[config.mk]
export PLATFORM = sky130hd
export DESIGN_NAME = serial_shares_loader_ctrl
export DESIGN_NICKNAME = d
export VERILOG_FILES = /design/src/rtl/serial_shares_loader_ctrl_pkg.sv /design/src/rtl/serial_shares_loader_ctrl_index_counter.sv /design/src/rtl/serial_shares_loader_ctrl.sv
export SDC_FILE = /design/constraint.sdc
export NUM_CORES = 1
export LEC_CHECK = 0
export CORE_UTILIZATION = 31
export CTS_CLUSTER_DIAMETER = 60
export DETAILED_ROUTE_END_ITERATION = 8
export PLACE_DENSITY_LB_ADDON = 0.08
export SLEW_MARGIN = 5
export SYNTH_ARGS = -nofsm -noshare
export SYNTH_HDL_FRONTEND = slang
export SYNTH_SLANG_ARGS = --single-unit
[constraint.sdc]
create_clock -name clk -period 1.66 [get_ports clk]
set_input_delay 0.415 -clock clk [delete_from_list [all_inputs] [get_ports clk]]
set_output_delay 0.415 -clock clk [all_outputs]
set_load 0.02 [all_outputs]
[src/rtl/serial_shares_loader_ctrl_pkg.sv]
// Shared constants and state encoding for the serial shares loader and its share register bank.
package serial_shares_loader_ctrl_pkg;

    localparam int LDR_NBITS     = 4;
    localparam int LDR_MAX_WORDS = 8;
    localparam int LDR_D         = 2;
    localparam int LDR_W         = 32;

    typedef enum logic [1:0] {
        IDLE = 2'd0,
        LOAD = 2'd1,
        DONE = 2'd2
    } loader_state_t;

    // Index width needed to address n entries (at least one bit).
    function automatic int unsigned index_width(input int unsigned n);
        return (n <= 1) ? 1 : $clog2(n);
    endfunction

endpackage

[src/rtl/serial_shares_loader_ctrl_index_counter.sv]
// Share/word index counters for the serial loader; word wraps at the bound and carries into share.
module loader_index_counter
    import serial_shares_loader_ctrl_pkg::*;
#(
    parameter int NBITS = LDR_NBITS,
    parameter int d     = LDR_D
) (
    input  logic             clk,
    input  logic             rst,
    input  logic             clr,
    input  logic             inc,
    input  logic [NBITS-1:0] bound,
    output logic [NBITS-1:0] share,
    output logic [NBITS-1:0] word,
    output logic             last
);

    localparam logic [NBITS-1:0] LAST_SHARE = NBITS'(d - 1);
    localparam logic [NBITS-1:0] ONE        = NBITS'(1);

    logic [NBITS-1:0] share_reg;
    logic [NBITS-1:0] word_reg;

    always_ff @(posedge clk) begin
        if (rst || clr) begin
            share_reg <= '0;
            word_reg  <= '0;
        end else if (inc) begin
            if (word_reg == bound) begin
                word_reg  <= '0;
                share_reg <= share_reg + ONE;
            end else begin
                word_reg <= word_reg + ONE;
            end
        end
    end

    assign share = share_reg;
    assign word  = word_reg;
    assign last  = (share_reg == LAST_SHARE) && (word_reg == bound);

endmodule

[src/rtl/serial_shares_loader_ctrl.sv]
// Sequences loading of d masked shares from a valid/ready word stream into the share register bank.
// Optional abort input enabled by defining SERIAL_LOADER_ABORT_EN.
module serial_shares_loader_ctrl
    import serial_shares_loader_ctrl_pkg::*;
#(
    parameter int NBITS               = LDR_NBITS,
    parameter int MAX_WORDS_PER_SHARE = LDR_MAX_WORDS,
    parameter int d                   = LDR_D,
    parameter int W                   = LDR_W
) (
    input  logic             clk,
    input  logic             rst,
    input  logic             start,
    input  logic [NBITS-1:0] cfg_last_word,
    input  logic [W-1:0]     in_data,
    input  logic             in_valid,
`ifdef SERIAL_LOADER_ABORT_EN
    input  logic             abort,
`endif
    output logic             in_ready,
    output logic             wr_en,
    output logic [NBITS-1:0] wr_share_idx,
    output logic [NBITS-1:0] wr_word_idx,
    output logic [W-1:0]     wr_data,
    output logic             busy,
    output logic             done,
    output logic             cfg_err
);

    localparam logic [NBITS:0] MAX_BOUND = (NBITS + 1)'(MAX_WORDS_PER_SHARE - 1);

    loader_state_t    state_reg, state_next;
    logic [NBITS-1:0] bound_reg;
    logic             cfg_err_reg, cfg_err_next;
    logic             start_ok;
    logic             cnt_clr;
    logic             cnt_last;
    logic             abort_req;

`ifdef SERIAL_LOADER_ABORT_EN
    assign abort_req = abort;
`else
    assign abort_req = 1'b0;
`endif

    always_ff @(posedge clk) begin
        if (rst) begin
            state_reg   <= IDLE;
            bound_reg   <= '0;
            cfg_err_reg <= 1'b0;
        end else begin
            state_reg   <= state_next;
            cfg_err_reg <= cfg_err_next;
            if (start_ok) begin
                bound_reg <= cfg_last_word;
            end
        end
    end

    always_comb begin
        state_next   = state_reg;
        in_ready     = 1'b0;
        done         = 1'b0;
        cnt_clr      = 1'b0;
        start_ok     = 1'b0;
        cfg_err_next = 1'b0;
        case (state_reg)
            IDLE: begin
                if (start) begin
                    if ({1'b0, cfg_last_word} <= MAX_BOUND) begin
                        start_ok   = 1'b1;
                        cnt_clr    = 1'b1;
                        state_next = LOAD;
                    end else begin
                        cfg_err_next = 1'b1;
                    end
                end
            end
            LOAD: begin
                // Abort wins over a same-cycle transfer so no word is written after it.
                in_ready = !abort_req;
                if (abort_req) begin
                    cnt_clr    = 1'b1;
                    state_next = IDLE;
                end else if (in_valid && cnt_last) begin
                    cnt_clr    = 1'b1;
                    state_next = DONE;
                end
            end
            DONE: begin
                done       = !abort_req;
                state_next = IDLE;
            end
            default: state_next = IDLE;
        endcase
    end

    assign wr_en   = in_ready && in_valid;
    assign wr_data = in_data;
    assign busy    = (state_reg != IDLE);
    assign cfg_err = cfg_err_reg;

    loader_index_counter #(
        .NBITS (NBITS),
        .d     (d)
    ) u_index_counter (
        .clk   (clk),
        .rst   (rst),
        .clr   (cnt_clr),
        .inc   (wr_en),
        .bound (bound_reg),
        .share (wr_share_idx),
        .word  (wr_word_idx),
        .last  (cnt_last)
    );

endmodule

==> results.txt <==
----------------------------------------------------
[Placed design]
  Placer congestion estimate ... 0.713
  Hpwl dp ... 1410 um
  Cells after DPL ... 140
  # port buffers ... 20
  Worst slack, placed ... -0.465 ns

[Setup path]
  Critical-path top delay cell ... clkdlybuf4s50_1
  Biggest cell delay along the critical path ... 0.59 ns
  Crit. path cell count ... 1
  Worst Path Required ... 1.24 ns
  Cell type group with the largest total delay on the critical path ... buffers and inverters
  Kind of capture point of the worst setup path ... output port
  Classification of the worst setup path ... register to output port
  Critical path buffer and inverter count ... 1
  FF-to-FF path depth ... 4
  Crit path max fanout ... 1
  Arrival time reported for the critical path endpoint ... 1.19 ns
  Kind of start point of the critical path ... register
  Cell Chain, Critical Path ... clkdlybuf4s50_1

[STA]
  Fraction of the cycle the final worst path needs ... 96.7%
  Number of max-slew violations in the final report ... 0
  Hold Worst Slack ... 0.496 ns
  Unrepaired setup endpoints after global routing ... false
  Final setup violating endpoints ... 0
  Worst-case headroom to the max-slew limit ... 76.0%
  Max frequency ... 623 MHz
  Number of hold violations in the final report ... 0
  Final Critical Period ... 1.60 ns
  Slew at the pin with the worst max-slew slack ... 0.355 ns
  Final worst slack ... 0.0553 ns
  Worst Clk Skew ... 0.00657 ns

[Pwr]
  Switching power ... 0.000189 W
  Switching part of the total power ... 26.7%
  Combinational power share ... 17.3%
  Seq pwr share ... 52.7%
  IR drop worst, VDD ... 0.489 mV
  Power per unit of standard cell area ... 669 nW/um^2
  Proportion of power drawn by the clock network ... 29.9%
  P_leak ... 0.476 nW
  Internal power contribution ... 0.000520 W

[Worst hold path]
  Worst Hold Depth ... 1
  Kind of path behind the tightest hold check ... register to register

[Yosys]
  Largest area contributor in the synthesized netlist ... dfxtp_1
  Synth top area cells ... dfxtp_1 (31%), buf_4 (25%), ha_1 (3.9%)
  Syn nets ... 152
  Synthesis-stage register bit count ... 15
  Avg Synthesized Cell Area ... 8.79 sq um
  Most used DFF post-synth ... dfxtp_1
  Most frequently used cell type in the post-synthesis netlist ... buf_4
  Synth top area share ... 31.3%
  Gate count after technology mapping ... 109
  Number of distinct library cells after synthesis ... 28
  Fraction of registers with async set/reset ... 0%
  Sequential-to-total area share from yosys stat ... 31.3%
  Post-synthesis cell area ... 958 sq um
  Ranking of synthesized cells by instance count ... buf_4 (32), dfxtp_1 (15), nor2_1 (8), a21oi_1 (6), nand2_1 (6)
  Total number of yosys warnings ... 0
  Number of enable-type register cells in the synthesized netlist ... 0

[Route]
  Drt drc ... 8
  Total vias in the final route ... 706
  Number of DRC markers after the initial detailed-route iteration ... 22
  Total wire length ... 1840 um
  Pre-Repair DR Iteration Count ... 8
  Wire per inst ... 12.7 um
  Routed vias/inst ... 4.90
  Number of antenna-violating nets in the routed design ... 0

[Floorplan]
  Die Area ... 3320 sq um
  Starting utilization of the core area ... 33.6%
  Core outline area ... 2850 sq um
  # IOs ... 85
  Die outline width ... 57.6 um
  Die Ht ... 57.6 um
  Standard-cell row count ... 19

[Clock network]
  Maximum root-to-sink buffer count ... 2
  CTS tree ... done
  Clock root buffer master ... clkbuf_4
  TritonCTS sink count ... 15
  Clock latency on the worst-skew pair ... 0.28 ns
  Maximum level of the CTS H-tree ... 1
  Clk slew on worst S/H paths ... 0.10 ns
  Number of buffers added by the clock tree synthesis step ... 3

[Global route]
  First-pass GRT wire length ... 2970 um
  Global route overflow ... 0
  Antenna violations before repair ... 0
  Tot GR Track Use ... 11.6%
  Maximum number of pins on one net before global-route repair ... 12
  Vias in the first global route ... 664

[Finish]
  Synthesis-to-layout area growth ... 10.7%
  Post-route non-filler standard cell count ... 144
  Filler Cell Count ... 312
  Final net count ... 157
  Ant diodes ... 0
  Fraction of final layout cells with drive strength greater than 1 ... 26.5%

[Status]
  Run status ... complete, but fails checks
  Failing checks ... DRC

[Flow run]
  Max capacitance violation total ... 0

----------------------------------------------------
## through the flow
step | setup TNS, ns | total power (W) | util (%) | cell area [sq um]
6_report | 0 | 0.000709 | 37.2 | 1060
2_1_floorplan | 0 | 0.000557 | - | 958
3_3_place_gp | -1.44 | 0.000512 | 37.0 | 1060
3_5_place_dp | -1.59 | 0.000513 | 37.0 | 1060
4_1_cts | 0 | 0.000728 | 37.6 | 1070
5_1_grt | 0 | 0.000748 | 37.2 | 1060
## power groups by stage
stage / Clock, W / Sequential, W / Combinational, W
after floorplan: 0 / 0.000386 / 0.000171
after global placement: 0 / 0.000382 / 0.000130
after detailed placement: 0 / 0.000382 / 0.000131
after CTS: 0.000228 / 0.000374 / 0.000127
after global routing: 0.000238 / 0.000376 / 0.000135
final: 0.000212 / 0.000374 / 0.000123
## layout make-up
type	instances	area (sq um)	area share (%)
clock buffers	3	22.5	2.12
flip-flops and latches	15	303	28.5
repair buffers	33	285	26.9
multi-input cells	57	392	36.9
well taps	31	38.8	3.66
clock inverters	1	5.00	0.472
inverters	4	15.0	1.42
## cells by family after synthesis
family,Yosys count,synth area share [%]
mux,3,3.13
xor+xnor,6,5.48
simple gates,32,20.4
flops,15,31.3
compound gates,13,7.96
buf+inv,37,27.8
fa+ha+maj,3,3.92
## placed cells by master, fill, tap and decap left out, types with 2 or more instances in the layout
cell type,instances
a21oi_1,6
buf_4,12
clkbuf_2,2
clkbuf_4,3
clkdlybuf4s50_1,7
dfxtp_1,13
dfxtp_2,2
dlygate4sd2_1,9
ha_1,3
inv_1,3
mux2i_1,3
nand2_1,6
nand4_1,3
nor2_1,8
nor3_1,3
o21ai_0,4
or3_1,3
xnor2_1,4
xor2_1,2
## worst paths after layout
check / endpoint / startpoint / slack [ns]
worst max register to register: state_reg[0] / u_index_counter.word[3] / 0.15
worst max-delay path: cfg_err / cfg_err / 0.06
worst min-delay path: bound_reg[3] / bound_reg[3] / 0.50
worst min register to register: bound_reg[3] / bound_reg[3] / 0.50
## timing repair
action	in CTS	in global routing
resized for setup	18	6
buffers inserted	0	0
hold buffers	0	0
endpoints found under the setup margin	12	4
## layer usage
layer	global-route usage, %	part of all wire [%]
met5	0	0
met1	12.5	43
met2	18.6	43
met3	6.80	11
met4	4.53	2.5
Note: power is estimated with default switching activity, not from simulation.
